==> config.mk <==
export PLATFORM = sky130hd
export DESIGN_NAME = mips_ifetch
export DESIGN_NICKNAME = d
export VERILOG_FILES = /design/src/rtl/mips_pkg.sv /design/src/rtl/instr_fields.sv /design/src/rtl/mips_ifetch.sv
export SDC_FILE = /design/constraint.sdc
export NUM_CORES = 1
export LEC_CHECK = 0
export BUFFER_PORTS_ARGS = -buffer_cell sky130_fd_sc_hd__clkbuf_2
export CAP_MARGIN = 20
export CORE_AREA = 8 8 133 135
export CTS_CLUSTER_SIZE = 25
export DETAILED_ROUTE_END_ITERATION = 6
export DIE_AREA = 0 0 141 143
export PLACE_DENSITY = 0.74
export SLEW_MARGIN = 20
export SYNTH_ARGS = -nofsm -noshare
export SYNTH_HDL_FRONTEND = slang
export SYNTH_HIERARCHICAL = 1
export SYNTH_SLANG_ARGS = --single-unit
==> constraint.sdc <==
create_clock -name clk -period 6.2 [get_ports clk]
set_input_delay 0.62 -clock clk [delete_from_list [all_inputs] [get_ports clk]]
set_output_delay 0.62 -clock clk [all_outputs]
set_load 0.01 [all_outputs]
==> src/rtl/mips_pkg.sv <==
// Shared MIPS core definitions: opcode/function constants, fetch FSM encoding,
// R-type field layout and fetch-unit defaults.
package mips_pkg;

    localparam int unsigned ADDR_W_DEF   = 32;
    localparam int unsigned INSTR_W      = 32;
    localparam logic [31:0] RESET_PC_DEF = 32'h0000_0000;

    localparam logic [5:0] OP_RTYPE = 6'b000000;
    localparam logic [5:0] FN_ADD   = 6'b100000;
    localparam logic [5:0] FN_SUB   = 6'b100010;
    localparam logic [5:0] FN_SLL   = 6'b000000;

    typedef enum logic {
        ST_REQ   = 1'b0,
        ST_VALID = 1'b1
    } ifetch_state_t;

    typedef struct packed {
        logic [5:0] op_code;
        logic [4:0] rs;
        logic [4:0] rt;
        logic [4:0] rd;
        logic [4:0] shamt;
        logic [5:0] func;
    } rtype_t;

endpackage

==> src/rtl/instr_fields.sv <==
// Splits a 32-bit MIPS instruction word into its R-type and immediate fields.
module instr_fields
    import mips_pkg::*;
(
    input  logic [INSTR_W-1:0] instr,
    output logic [5:0]         op_code,
    output logic [4:0]         rs,
    output logic [4:0]         rt,
    output logic [4:0]         rd,
    output logic [4:0]         shamt,
    output logic [5:0]         func,
    output logic [15:0]        imm
);

    rtype_t r;

    assign r       = rtype_t'(instr);
    assign op_code = r.op_code;
    assign rs      = r.rs;
    assign rt      = r.rt;
    assign rd      = r.rd;
    assign shamt   = r.shamt;
    assign func    = r.func;
    assign imm     = instr[15:0];

endmodule

==> src/rtl/mips_ifetch.sv <==
// Instruction fetch unit: owns the PC, fetches over a req/ack handshake and
// holds one instruction in an output slot with stall and redirect support.
module mips_ifetch
    import mips_pkg::*;
#(
    parameter int unsigned       ADDR_W   = ADDR_W_DEF,
    parameter logic [ADDR_W-1:0] RESET_PC = ADDR_W'(RESET_PC_DEF)
)
(
    input  logic              clk,
    input  logic              rst,
    output logic              imem_req,
    output logic [ADDR_W-1:0] imem_addr,
    input  logic              imem_ack,
    input  logic [31:0]       imem_rdata,
    input  logic              stall,
    input  logic              redirect_valid,
    input  logic [ADDR_W-1:0] redirect_pc,
    output logic              instr_valid,
    output logic [ADDR_W-1:0] instr_pc,
    output logic [5:0]        op_code,
    output logic [4:0]        rs,
    output logic [4:0]        rt,
    output logic [4:0]        rd,
    output logic [4:0]        shamt,
    output logic [5:0]        func,
    output logic [15:0]       imm
);

    localparam logic [ADDR_W-1:0] PC_STEP = ADDR_W'(4);

    ifetch_state_t      state_q, state_d;
    logic [ADDR_W-1:0]  pc_q, pc_d;
    logic [ADDR_W-1:0]  fetch_addr_q, fetch_addr_d;
    logic [INSTR_W-1:0] slot_q, slot_d;
    logic [ADDR_W-1:0]  slot_pc_q, slot_pc_d;
    logic               drop_q, drop_d;

    always_ff @(posedge clk or posedge rst) begin
        if (rst) begin
            state_q      <= ST_REQ;
            pc_q         <= RESET_PC + PC_STEP;
            fetch_addr_q <= RESET_PC;
            slot_q       <= '0;
            slot_pc_q    <= '0;
            drop_q       <= 1'b0;
        end else begin
            state_q      <= state_d;
            pc_q         <= pc_d;
            fetch_addr_q <= fetch_addr_d;
            slot_q       <= slot_d;
            slot_pc_q    <= slot_pc_d;
            drop_q       <= drop_d;
        end
    end

    // pc always names the next address to fetch once the slot is consumed
    always_comb begin
        state_d      = state_q;
        pc_d         = pc_q;
        fetch_addr_d = fetch_addr_q;
        slot_d       = slot_q;
        slot_pc_d    = slot_pc_q;
        drop_d       = drop_q;

        case (state_q)
            ST_REQ: begin
                if (imem_ack) begin
                    if (redirect_valid) begin
                        fetch_addr_d = redirect_pc;
                        pc_d         = redirect_pc + PC_STEP;
                        drop_d       = 1'b0;
                    end else if (drop_q) begin
                        fetch_addr_d = pc_q;
                        pc_d         = pc_q + PC_STEP;
                        drop_d       = 1'b0;
                    end else begin
                        slot_d    = imem_rdata;
                        slot_pc_d = fetch_addr_q;
                        state_d   = ST_VALID;
                    end
                end else if (redirect_valid) begin
                    // address must stay stable until ack; refetch target afterwards
                    pc_d   = redirect_pc;
                    drop_d = 1'b1;
                end
            end
            ST_VALID: begin
                if (redirect_valid) begin
                    slot_d       = '0;
                    slot_pc_d    = '0;
                    fetch_addr_d = redirect_pc;
                    pc_d         = redirect_pc + PC_STEP;
                    state_d      = ST_REQ;
                end else if (!stall) begin
                    slot_d       = '0;
                    slot_pc_d    = '0;
                    fetch_addr_d = pc_q;
                    pc_d         = pc_q + PC_STEP;
                    state_d      = ST_REQ;
                end
            end
        endcase
    end

    assign imem_req    = (state_q == ST_REQ);
    assign instr_valid = (state_q == ST_VALID);
    assign imem_addr   = fetch_addr_q;
    assign instr_pc    = slot_pc_q;

    instr_fields u_fields (
        .instr   (slot_q),
        .op_code (op_code),
        .rs      (rs),
        .rt      (rt),
        .rd      (rd),
        .shamt   (shamt),
        .func    (func),
        .imm     (imm)
    );

endmodule

# Yosys cells after proc, flatten, opt, wreduce, memory -nomap -nowiden
# Index checks and enable logic that the tools add are counted.
dict set report totals {
  rom_bits 0
  word_cells 51
  latch_bits 0
  input_bits 69
  out_inout_bits 114
  ramBits 0
  n_memories 0
  reg_bits 130
}
dict set report classes {
  n_lt_le_gt_ge 0
  reduce_logical 5
  mul 0
  n_eq_ne 6
  div_mod_pow 0
  bitwise_logic 1
  muxes 31
  addsub 2
  n_shift 0
}
# op count
set ops {}
lappend ops {{$mux 32} 19}
lappend ops {{$pmux 32 s2} 4}
lappend ops {{$add 32x3->32 const B} 2}
lappend ops {{$mux 1} 7}
lappend ops {{$ne 3x1->1 const B} 2}
lappend ops {{$reduce_and 3->1} 2}
lappend ops {{$ne 2x2->1 const B} 2}
lappend ops {{$reduce_and 4->1} 1}
lappend ops {{$ne 3x3->1 const B} 1}
lappend ops {{$ne 2x1->1 const B} 1}
lappend ops {{$pmux 1 s2} 1}
lappend ops {{$reduce_and 2->1} 1}
lappend ops {{$reduce_bool 2->1} 1}
lappend ops {{$not 1->1} 1}

# Logic depth before layout (Yosys ltp)
# Gate-level depths: netlist of run 1.
dict set report depth {
  word_depth 5
  depth_mapped 12
  ltp_nobuf 8
}

# Hierarchy
# The synthesis of run 1 kept the hierarchy.
# module seq_area_each_um2 cells_each area_per_inst_um2 n_inst
set by_module_without_submodules {}
lappend by_module_without_submodules {mips_ifetch 3254.4 599 6452.4 1}
lappend by_module_without_submodules {instr_fields 0.0 48 360.3 1}

# Worst setup path after synthesis of run 1
# Ideal clock, no wire load.
dict set report synth_path {
  path_kind {input to register}
  start {input port redirect_valid}
  end {register pc_q[30]}
  required_ps 6069
  arrival_ps 2885
  slack_ps 3185
  setup_ps 131
  stages 12
  path_buffers 4
  cell_sequence {buf_2 > buf_6 > buf_2 > buf_2 > mux2_2 > ha_1 > nand4_1 > nor3_2 > o2111ai_4 > nor4_1 > xnor2_1 > mux2i_1}
}
dict set report synth_via {
  elab_chain_cells 3
  word_cells_on_any_way 8
  cone_classes {eq/ne: 3; mux: 4; reduce/logical: 1}
}
# item line_no
set synth_rtl {}
lappend synth_rtl {{start, declared} mips_ifetch.sv:17} ;# input logic redirect_valid,
lappend synth_rtl {{$mux 32} mips_ifetch.sv:69} ;# if (redirect_valid) begin
lappend synth_rtl {{$mux 32} mips_ifetch.sv:68} ;# if (imem_ack) begin
lappend synth_rtl {{$pmux 32 s2} mips_ifetch.sv:66} ;# case (state_q)
lappend synth_rtl {{end signal, assigned} mips_ifetch.sv:42} ;# pc_q <= RESET_PC + PC_STEP;
lappend synth_rtl {{end signal, assigned} mips_ifetch.sv:49} ;# pc_q <= pc_d;
lappend synth_rtl {{end, declared} mips_ifetch.sv:33} ;# logic [ADDR_W-1:0] pc_q, pc_d;
# Parallel ways exist; a longest one is shown, timed or not.
# A chain may end at the register's enable or synchronous reset.

# Worst setup path after layout of run 1
dict set report layout_path {
  start {input port redirect_valid}
  end {register pc_q[23]}
}
# The elaborated chain is that of the path after synthesis.

==> results of run 1 <==
==> cell type report <==
type | count | area [sq um]
Sequential cell | 130 | 3250
Fill cell | 1369 | 7420
Clock inverter | 15 | 230
Inverter | 3 | 13.8
Timing Repair Buffer | 189 | 966
Multi-Input combinational cell | 426 | 3020
Tap cell | 216 | 270
Clock buffer | 17 | 425
==> power breakdown <==
part           internal (mW)  switching (mW)  leakage [nW]
logic                  0.281           0.362          1.89
clock network          0.719           0.389         0.322
registers               1.02           0.140          1.63
total                   2.02           0.891          3.84
==> per-stage QoR <==
step / area (sq um) / utilization, %
floorplan: 6810 / -
global placement: 7520 / 48.2
detailed placement: 7520 / 48.2
CTS: 8180 / 52.4
global route: 8180 / 52.4
finish: 8180 / 52.4
==> path summary, 6_finish.rpt <==
kind / end / slack, ns / cells past startpoint
max: pc_q[23] / 3.14 / 9
min: instr_pc[5] / 0.35 / 2
max reg2reg: pc_q[30] / 3.60 / 8
min reg2reg: pc_q[0] / 0.49 / 1
max in group asynchronous: imem_addr[31] / 4.52 / 3
min in group clk: slot_q[25] / 0.43 / 2
==> sequential cells by signal, indices dropped and copies added, names as in the netlist <==
signal and flops:
pc_q 32, drop_q 1, instr_pc 32, imem_addr 32, instr_valid 1, slot_q 32
==> metal layers <==
layer / GRT usage, % / vias up / wire (um)
met3: 5.34 / 34 / 1620
li1: - / 2544 / -
met2: 29.1 / 240 / 8480
met5: 0 / - / 0
met4: 7.30 / 0 / 393
met1: 23.6 / 2657 / 8010
==> cell families after synthesis <==
group                      Yosys count
and+or+nand+nor                    173
AOI/OAI and AO/OA                  155
DFF                                130
buffers and inverters               91
xor gates and xnor gates            52
muxes                               45
adders and majority gates            1
==> worst max-delay path, stage by stage <==
cell and delay [ns]:
buf_4 0.51, buf_4 0.55, nand3_1 0.22, a222oi_1 0.35, buf_4 0.24, and4_1 0.34
nand4_1 0.16, xor2_1 0.23, mux2i_1 0.10
==> cells in the final DEF, fill, tap and decap left out, drive strengths merged, types with 2 or more instances in the layout <==
cell type  synthesis  final
or2                2      2
nand2b             4      4
and2               2      2
a32oi              7      7
a21o               2      2
nand3b            14     14
clkinv             0      7
nand3             24     24
mux2               8      8
a31oi              4      4
and4               2      2
dfrtp            129    129
o211ai             2      2
nand4b             2      2
o21ai             38     38
a22oi              6      6
a22o              69     69
nand4             13     13
xnor2             36     36
nor2b              9      9
xor2              16     16
mux2i             37     37
bufinv             0      5
a21oi             16     16
inv                3      6
clkbuf            21    198
buf               67      8
nor3               9      9
nor4               4      4
nor2              25     25
o31ai              3      3
nand2             63     63
o22ai              2      2
==> impl_results.md, run 1 <==
* Adder-Cell Fraction of Synth Area at 0.184%
* Post-synth cell types at 50
* Total power at 2.91 mW
* Clk pin slew, worst setup/hold paths at 0.06 ns
* Clk root buf: clkbuf_16
* WL per Instance at 18.6 um
* Static Leak at about 3.8 nW
* Pwr per Cell Area at 356 mW/mm^2
* Register bit count reported by yosys at 130
* Routability congestion estimate at 0.898
* F_max at roughly 330 MHz
* Area grow syn2layout at 20.0%
* Slew Limit Fails at 0
* Layout cells sized above 1 at 31.7%
* Cell type with the largest total area after synthesis: dfrtp_1
* Total number of vias at 5475
* Maxcap violations at 0
* Width of the die at 141 um
* Reg2Reg Launch Point: pc_q[2]
* Status: completed
* Ranking of synthesized cells by area: dfrtp_1 47%, a22o_1 8.9%, buf_4 5.5%
* Clock Tree Buf Depth at 2
* Synth Area in Compound Gates at 17.1%
* # DRC at 0
* Final worst setup slack at 3.14 ns
* Top cells by count, synth: 129 x dfrtp_1, 69 x a22o_1, 63 x nand2_1
* Synth Area in Simple Gates at 13.2%
* Detailed Route WL at 18500 um
* Post-Syn Nets at 717
* First-pass GRT wire length at 29600 um
* Rows at between 40 and 50
* Detailed router's first-iteration violation count at 431
* 1st-pass router iterations at 5
* Top-count cell post-synth: dfrtp_1
* Die area at 0.0202 sq mm
* Post-synth EDFFs at 0
* Max Clock Skew at slightly below 0.009 ns
* I/O Pins at 183
* Largest family of logic cells by synthesized area: compound AO/OA/AOI/OAI gates
* Post-synthesis sequential area ratio at 47.8%
* Ant diodes at 0
* Initial core utilization at 43.7%
* Cts repair resizes at 0
* Vias per cell at 5.50
* Multiplexer share of the synthesized area at under 10%
* GRT Overall Usage at 18.5%
* Nets at ~840
* Path category of the worst min-delay check: in2async
* Non-filler cells, final at 996
* Post-Place Setup Slack at 2.76 ns
* WP data required at ~6.5 ns
* Fraction of registers with async set/reset at 100%
* XOR/XNOR share of the synthesized area at around 6.7%
* CTS tree: yes
* Die height at about 140 um
* RSZ-0062 raised after global routing: no
* Core ar. at about 0.016 sq mm
* TritonCTS Buffers at 17
* WHS at about 0.35 ns
* Hold bufs inserted after CTS at 0
* Initial antenna violation count at 0
* Clock H-tree levels at 4
* CP max FO at 63
* Worst-skew pair later-pin latency at 0.42 ns
* Slew HR at 26.7%
* Period utilization at 49.3%
* Avg Inst Size Synth at 10.5 sq um
* Setup Fix Bufs, Post-CTS at 0
* Worst path arrival time at 3.34 ns
* Final setup vio count at 0
* ANT nets after route at 0
* Vias in the first global route at between 5000 and 6000
* Peak supply drop at 0.194 mV
* Startpoint types: input pin
* Synth Instances at 647
* YS warnings at 6
* Final setup TNS at 0 ns
* Crit. Startpoint: redirect_valid
* GRT overflow at 0
* Kind of critical path: in2reg
* Final Hold Fails at 0
* CTS Sinks at 130
* Area share of the largest cell type after synthesis at 47.4%
* Synthesized area at 0.00681 sq mm
* Synth Flop Type: dfrtp_1
* Post-Place Cells at 964
* Critical Path End Type: flip-flop
* Post-detail-place hpwl at 13300 um
* Crit path time final at ~3 ns
* Largest net degree at the start of global routing at 67
* Port Buf Inserts at ~180
* Worst Tran Pin Value at 1.10 ns
Note: power is estimated with default switching activity, not from simulation.
==> run 2, diff against run 1 <==
clock period = 2.9 ns   (was 6.2 ns; I/O delays follow)
==> impl_results.md, run 2 (synthesized netlist as in run 1, its figures left out) <==
* Worst path arrival time at 2.86 ns (was 3.34 ns)
* 1st-pass router iterations at 6 (was 5)
* Rows at 46 (unchanged)
* Comb power frac at 21.6% (was 22.1%)
* Clock H-tree levels at 4 (unchanged)
* Post-detail-place hpwl at 13400 um (was 13300 um)
* CP max FO at 8 (was 63)
* Vias per cell at 5.44 (was 5.50)
* Slowest-stage cell, CP: dfstp_2 (was buf_4)
* Worst Tran Pin Value at 0.730 ns (was 1.10 ns)
* Pwr per Cell Area at 773 mW/mm^2 (was 356 mW/mm^2)
* Maxcap violations at 0 (unchanged)
* Non-filler cells, final at 1004 (was 996)
* Internal power at 4.57 mW (was 2.02 mW)
* TritonCTS Buffers at 17 (unchanged)
* Clock Tree Buf Depth at 2 (unchanged)
* GRT Overall Usage at 18.6% (was 18.5%)
* Routability congestion estimate at 0.872 (was 0.898)
* Post-Place Cells at 971 (was 964)
* Sw Pwr at 1.88 mW (was 0.891 mW)
* Path category of the worst min-delay check: in2reg (was in2async)
* Clk root buf: clkbuf_16 (unchanged)
* Width of the die at 141 um (unchanged)
* Final Hold Fails at 0 (unchanged)
* Most frequent cells in the layout: 181 x clkbuf_2, 129 x dfrtp_1, 69 x a22o_1 (unchanged)
* Setup Fix Bufs, Post-CTS at 0 (unchanged)
* I/O Pins at 183 (unchanged)
* ANT nets after route at 0 (unchanged)
* F_max at 391 MHz
* Kind of critical path: reg2reg (was in2reg)
* Final setup vio count at 0 (unchanged)
* Crit. Startpoint: pc_q[2] (was redirect_valid)
* Largest stage delay on the critical path at 0.55 ns (about the same)
* Slew Limit Fails at 0 (unchanged)
* Initial antenna violation count at 0 (unchanged)
* Crit-path cells: mux2_2 > ha_1 > nand4_1 > nor3_2 > o2111ai_4 > nor4_1 > xnor2_1 > mux2i_1 (was buf_4 > buf_4 > nand3_1 > a222oi_1 > buf_4 > and4_1 > nand4_1 > xor2_1 > mux2i_1)
* Crit path time final at 2.56 ns
* Final worst setup slack at 0.342 ns (was 3.14 ns)
* Final setup TNS at 0 ns (unchanged)
* Largest net degree at the start of global routing at 91 (was 67)
* # DRC at 0 (unchanged)
* Area grow syn2layout at 22.4% (was 20.0%)
* Post-Place Setup Slack at 0.395 ns (was 2.76 ns)
* Die area at 0.0202 sq mm (unchanged)
* WP data required at 3.20 ns (was 6.48 ns)
* Die height at 143 um (unchanged)
* Switching share of power at 29.1% (was 30.6%)
* GRT overflow at 0 (unchanged)
* Nets at 845 (was 837)
* Status: completed (unchanged)
* Peak supply drop at 0.433 mV (was 0.194 mV)
* CTS Sinks at 130 (unchanged)
* Period utilization at ~88%
* Startpoint types: flip-flop (was input pin)
* Ant diodes at 0 (unchanged)
* Port Buf Inserts at 182 (unchanged)
* Clock Power Share at 39.9% (was 38.1%)
* Static Leak at 3.90 nW (was 3.84 nW)
* Commonest non-fill, non-tap cell in the layout: clkbuf_2 (unchanged)
* Reg2Reg Launch Point: pc_q[2] (unchanged)
* CTS tree: yes (unchanged)
* Vias in the first global route at 5250 (was 5343)
* Layout fillers at 1367 (was 1369)
* Max Clock Skew at 0.00744 ns (was 0.00881 ns)
* Detailed router's first-iteration violation count at 353 (was 431)
* Clk pin slew, worst setup/hold paths at 0.06 ns (about the same)
* WL per Instance at 18.5 um (was 18.6 um)
* Detailed Route WL at 18500 um (about the same)
* Core ar. at 0.0156 sq mm (unchanged)
* Worst-skew pair later-pin latency at 0.42 ns (about the same)
* Min-delay src: imem_ack
* Layout cells sized above 1 at 32.2% (was 31.7%)
* First-pass GRT wire length at 29400 um (was 29600 um)
* Reg power frac at 38.6% (was 39.8%)
* Total number of vias at 5459 (was 5475)
* RSZ-0062 raised after global routing: no (unchanged)
* Initial core utilization at 43.7% (unchanged)
* Slew HR at 51.2% (was 26.7%)
* Critical Path End Type: flip-flop (unchanged)
run 2: cell types whose count changed in the layout (fill, tap and decap cells not counted):
cell / delta
buf_12: +3
bufinv_16: +2
clkinv_4: -4
buf_4: +4
clkinvlp_4: +4
dlygate4sd3_1: +1
clkbuf_8: +3
clkinv_2: -2
inv_6: -2
inv_4: -1
run 2: metrics by stage:
stage          util, %  hold slack [ns]  cell area, sq um  total power [mW]
2_1_floorplan        -            0.376              6820              3.41
3_3_place_gp      48.8            0.356              7610              3.89
3_5_place_dp      48.8            0.361              7610              3.92
4_1_cts           53.5           0.0765              8340              6.52
5_1_grt           53.5           0.0782              8340              6.77
6_report          53.5           0.0922              8340              6.45
run 2: repair_timing:
action | in CTS | in global routing
hold endpoints to repair | 21 | 0
hold buffers | 1 | 0
gates resized for setup | 0 | 0
endpoints found under the setup margin | 0 | 0
run 2: routing by layer:
metal | wire (um) | GRT usage, %
met1 | 8150 | 24.1
met2 | 8270 | 28.3
met3 | 1760 | 6.48
met4 | 342 | 6.79
met5 | 0 | 0
run 2: area by class of cell:
| class | instances | area (sq um) | share of cell area [%] |
|---|---|---|---|
| clock buffer | 20 | 467 | 5.60 |
| clock inverter | 12 | 250 | 3.00 |
| inverter | 3 | 15.0 | 0.180 |
| multi-input combinational | 426 | 3020 | 36.2 |
| sequential | 130 | 3250 | 39.0 |
| tap | 216 | 270 | 3.24 |
| timing repair buffer | 197 | 1070 | 12.8 |
run 2: power by group through the flow:
stage	registers [mW]	logic (mW)	clock network, mW
3_5_place_dp	2.51	1.41	0
3_3_place_gp	2.50	1.39	0
4_1_cts	2.48	1.42	2.61
2_1_floorplan	2.53	0.879	0
6_report	2.49	1.39	2.57
5_1_grt	2.54	1.52	2.71
run 2: worst max-delay path, delay by kind of cell (launching register included):
| kind | cells | cell delay [ns] |
|---|---|---|
| simple gates | 3 | 0.95 |
| flops | 1 | 0.55 |
| compound gates | 1 | 0.27 |
| mux | 2 | 0.25 |
| fa+ha+maj | 1 | 0.24 |
| xor+xnor | 1 | 0.16 |
run 2: path summary, 6_finish.rpt:
path | cells past startpoint | slack [ns] | end
worst max-delay path | 8 | 0.34 | pc_q[30]
worst min-delay path | 2 | 0.09 | drop_q
worst max register to register | 8 | 0.34 | pc_q[30]
worst min register to register | 1 | 0.49 | instr_pc[29]
max in group asynchronous | 4 | 1.64 | pc_q[2]
min in group asynchronous | 3 | 0.47 | slot_q[25]
==> run 3, diff against run 2 <==
CORE_AREA = 8 8 123 125   (was 8 8 133 135)
DIE_AREA = 0 0 131 133   (was 0 0 141 143)
PLACE_DENSITY = 0.84   (was 0.74)
REMOVE_ABC_BUFFERS = 1   (was unset)
==> impl_results.md, run 3 (synthesized netlist as in run 1, its figures left out) <==
* Reg2Reg Launch Point: pc_q[2] (unchanged)
* Maxcap violations at 0 (unchanged)
* Setup Fix Bufs, Post-CTS at 0 (unchanged)
* Worst Tran Pin Value at 0.621 ns (was 0.730 ns)
* Routed wl met2 at 8760 um (was 8270 um)
* Worst path arrival time at 2.77 ns (was 2.86 ns)
* Sequential cell area at 0.00325 sq mm (unchanged)
* DRT met1 WL at 7770 um (was 8150 um)
* Total power at 6.09 mW (was 6.45 mW)
* Nets at 846 (was 845)
* Pwr per Cell Area at 744 mW/mm^2 (was 773 mW/mm^2)
* Path category of the worst min-delay check: in2reg (unchanged)
* I/O Pins at 183 (unchanged)
* Detailed router's first-iteration violation count at 452 (was 353)
* GRT overflow at 0 (unchanged)
* Period utilization at 85.2% (was 88.2%)
* Crit path time final at 2.47 ns (was 2.56 ns)
* Clock Tree Buf Depth at 2 (unchanged)
* Met3 Routed Length at 1850 um (was 1760 um)
* Routability congestion estimate at 0.935 (was 0.872)
* Detailed Route WL at 18600 um (was 18500 um)
* Worst-skew pair later-pin latency at 0.42 ns (about the same)
* WP data required at 3.20 ns (about the same)
* Final setup vio count at 0 (unchanged)
* CTS tree: yes (unchanged)
* Rows at 42 (was 46)
* Max Clock Skew at 0.0106 ns (was 0.00744 ns)
* Post-detail-place hpwl at 13500 um (was 13400 um)
* Kind of critical path: reg2reg (unchanged)
* ANT nets after route at 0 (unchanged)
* Multi-input logic area at 0.00302 sq mm (unchanged)
* Layout fillers at 1041 (was 1367)
* First-pass GRT wire length at 28900 um (was 29400 um)
* FF-to-FF End: pc_q[30] (unchanged)
* Cts repair resizes at 0 (unchanged)
* Static Leak at 3.87 nW (was 3.90 nW)
* F_max at 405 MHz (was 391 MHz)
* 1st-pass router iterations at 5 (was 6)
* CP max FO at 7 (was 8)
* Peak supply drop at 0.399 mV (was 0.433 mV)
* CTS Sinks at 130 (unchanged)
* Min-delay src: imem_ack (unchanged)
* Slew HR at 58.6% (was 51.2%)
* Die height at 133 um (was 143 um)
* WHS at 0.0943 ns (was 0.0922 ns)
* Worst Reg-to-Reg Cells at 8 (unchanged)
* Status: completed (unchanged)
* Width of the die at 131 um (was 141 um)
* RSZ-0062 raised after global routing: no (unchanged)
* Die area at 0.0174 sq mm (was 0.0202 sq mm)
* Vias in the first global route at 5446 (was 5250)
* Clock H-tree levels at 4 (unchanged)
* Most frequent cells in the layout: 181 x clkbuf_2, 129 x dfrtp_1, 69 x a22o_1 (unchanged)
* Clk pin slew, worst setup/hold paths at 0.06 ns (about the same)
* Critical Path End Type: flip-flop (unchanged)
* Core ar. at 0.0131 sq mm (was 0.0156 sq mm)
* Layout cells sized above 1 at 32.3% (was 32.2%)
* Clk root buf: clkbuf_16 (unchanged)
* GRT Overall Usage at 21.2% (was 18.6%)
* Crit. Startpoint: pc_q[2] (unchanged)
* Vias per cell at 5.72 (was 5.44)
* Initial antenna violation count at 1 (was 0)
* Highest routed layer: met5 (was met4)
* Reg2reg setup slack at 0.43 ns (was 0.34 ns)
* Final Hold Fails at 0 (unchanged)
* WL per Instance at 19.3 um (was 18.5 um)
* Area grow syn2layout at 20.1% (was 22.4%)
* Slew Limit Fails at 0 (unchanged)
* Commonest non-fill, non-tap cell in the layout: clkbuf_2 (unchanged)
* Total number of vias at 5519 (was 5459)
* Initial core utilization at 52.1% (was 43.7%)
* Port Buf Inserts at 182 (unchanged)
* Startpoint types: flip-flop (unchanged)
* TritonCTS Buffers at 17 (unchanged)
* Largest net degree at the start of global routing at 70 (was 91)
* Ant diodes at 0 (unchanged)
* Hold bufs inserted after CTS at 1 (unchanged)
* Worst Setup EP: pc_q[30] (unchanged)
* # DRC at 0 (unchanged)
==> run 3: changes by cell type in the layout (fill, tap and decap cells not counted), sizes merged <==
cell | previous run | this run
buf | 15 | 16
clkbuf | 201 | 199
inv | 3 | 6
bufinv | 7 | 3
clkinvlp | 4 | 2
clkinv | 1 | 6
==> run 3: worst min-delay path by stage <==
stage	endpoint	slack, ns	cells past startpoint
after floorplan	instr_valid	0.35	1
after global placement	slot_q[23]	0.42	2
after detailed placement	slot_q[22]	0.42	2
final	drop_q	0.09	2
after global routing	drop_q	0.09	2
after CTS	drop_q	0.08	2
==> run 3: cell type report <==
| cell class | instances | share of cell area [%] |
|---|---|---|
| Multi-Input combinational cell | 426 | 36.8 |
| Tap cell | 176 | 2.69 |
| Timing Repair Buffer | 198 | 13.0 |
| Inverter | 3 | 0.199 |
| Clock buffer | 18 | 5.37 |
| Sequential cell | 130 | 39.8 |
| Clock inverter | 14 | 2.19 |
==> run 3: stage by stage <==
stage	setup slack (ns)	std cells	utilization [%]	cell area [sq um]	setup TNS, ns
global route	0.259	965	62.6	8190	0
CTS	0.435	965	62.6	8190	0
global placement	0.394	932	57.8	7560	0
detailed placement	0.341	932	57.8	7560	0
floorplan	-2.24	559	-	6260	-253.80
finish	0.428	965	62.6	8190	0
==> run 3: critical path: stages (launching register included) <==
cell	delay [ns]
dfstp_2	0.55
mux2_2	0.17
ha_1	0.24
nand4_1	0.13
nor3_2	0.34
o211ai_2	0.27
nor4_1	0.40
xnor2_1	0.16
mux2i_1	0.08
==> run 3: where the power goes <==
part           internal, mW  switching, mW
registers              2.18          0.296
logic                 0.620          0.781
clock network          1.39          0.828
total                  4.18           1.90
==> run 3: routing by layer <==
metal / up-vias / global-route usage [%]
met4: 2 / 6.38
met3: 27 / 6.71
met2: 236 / 33.3
met1: 2696 / 27.1
li1: 2558 / -
met5: - / 0
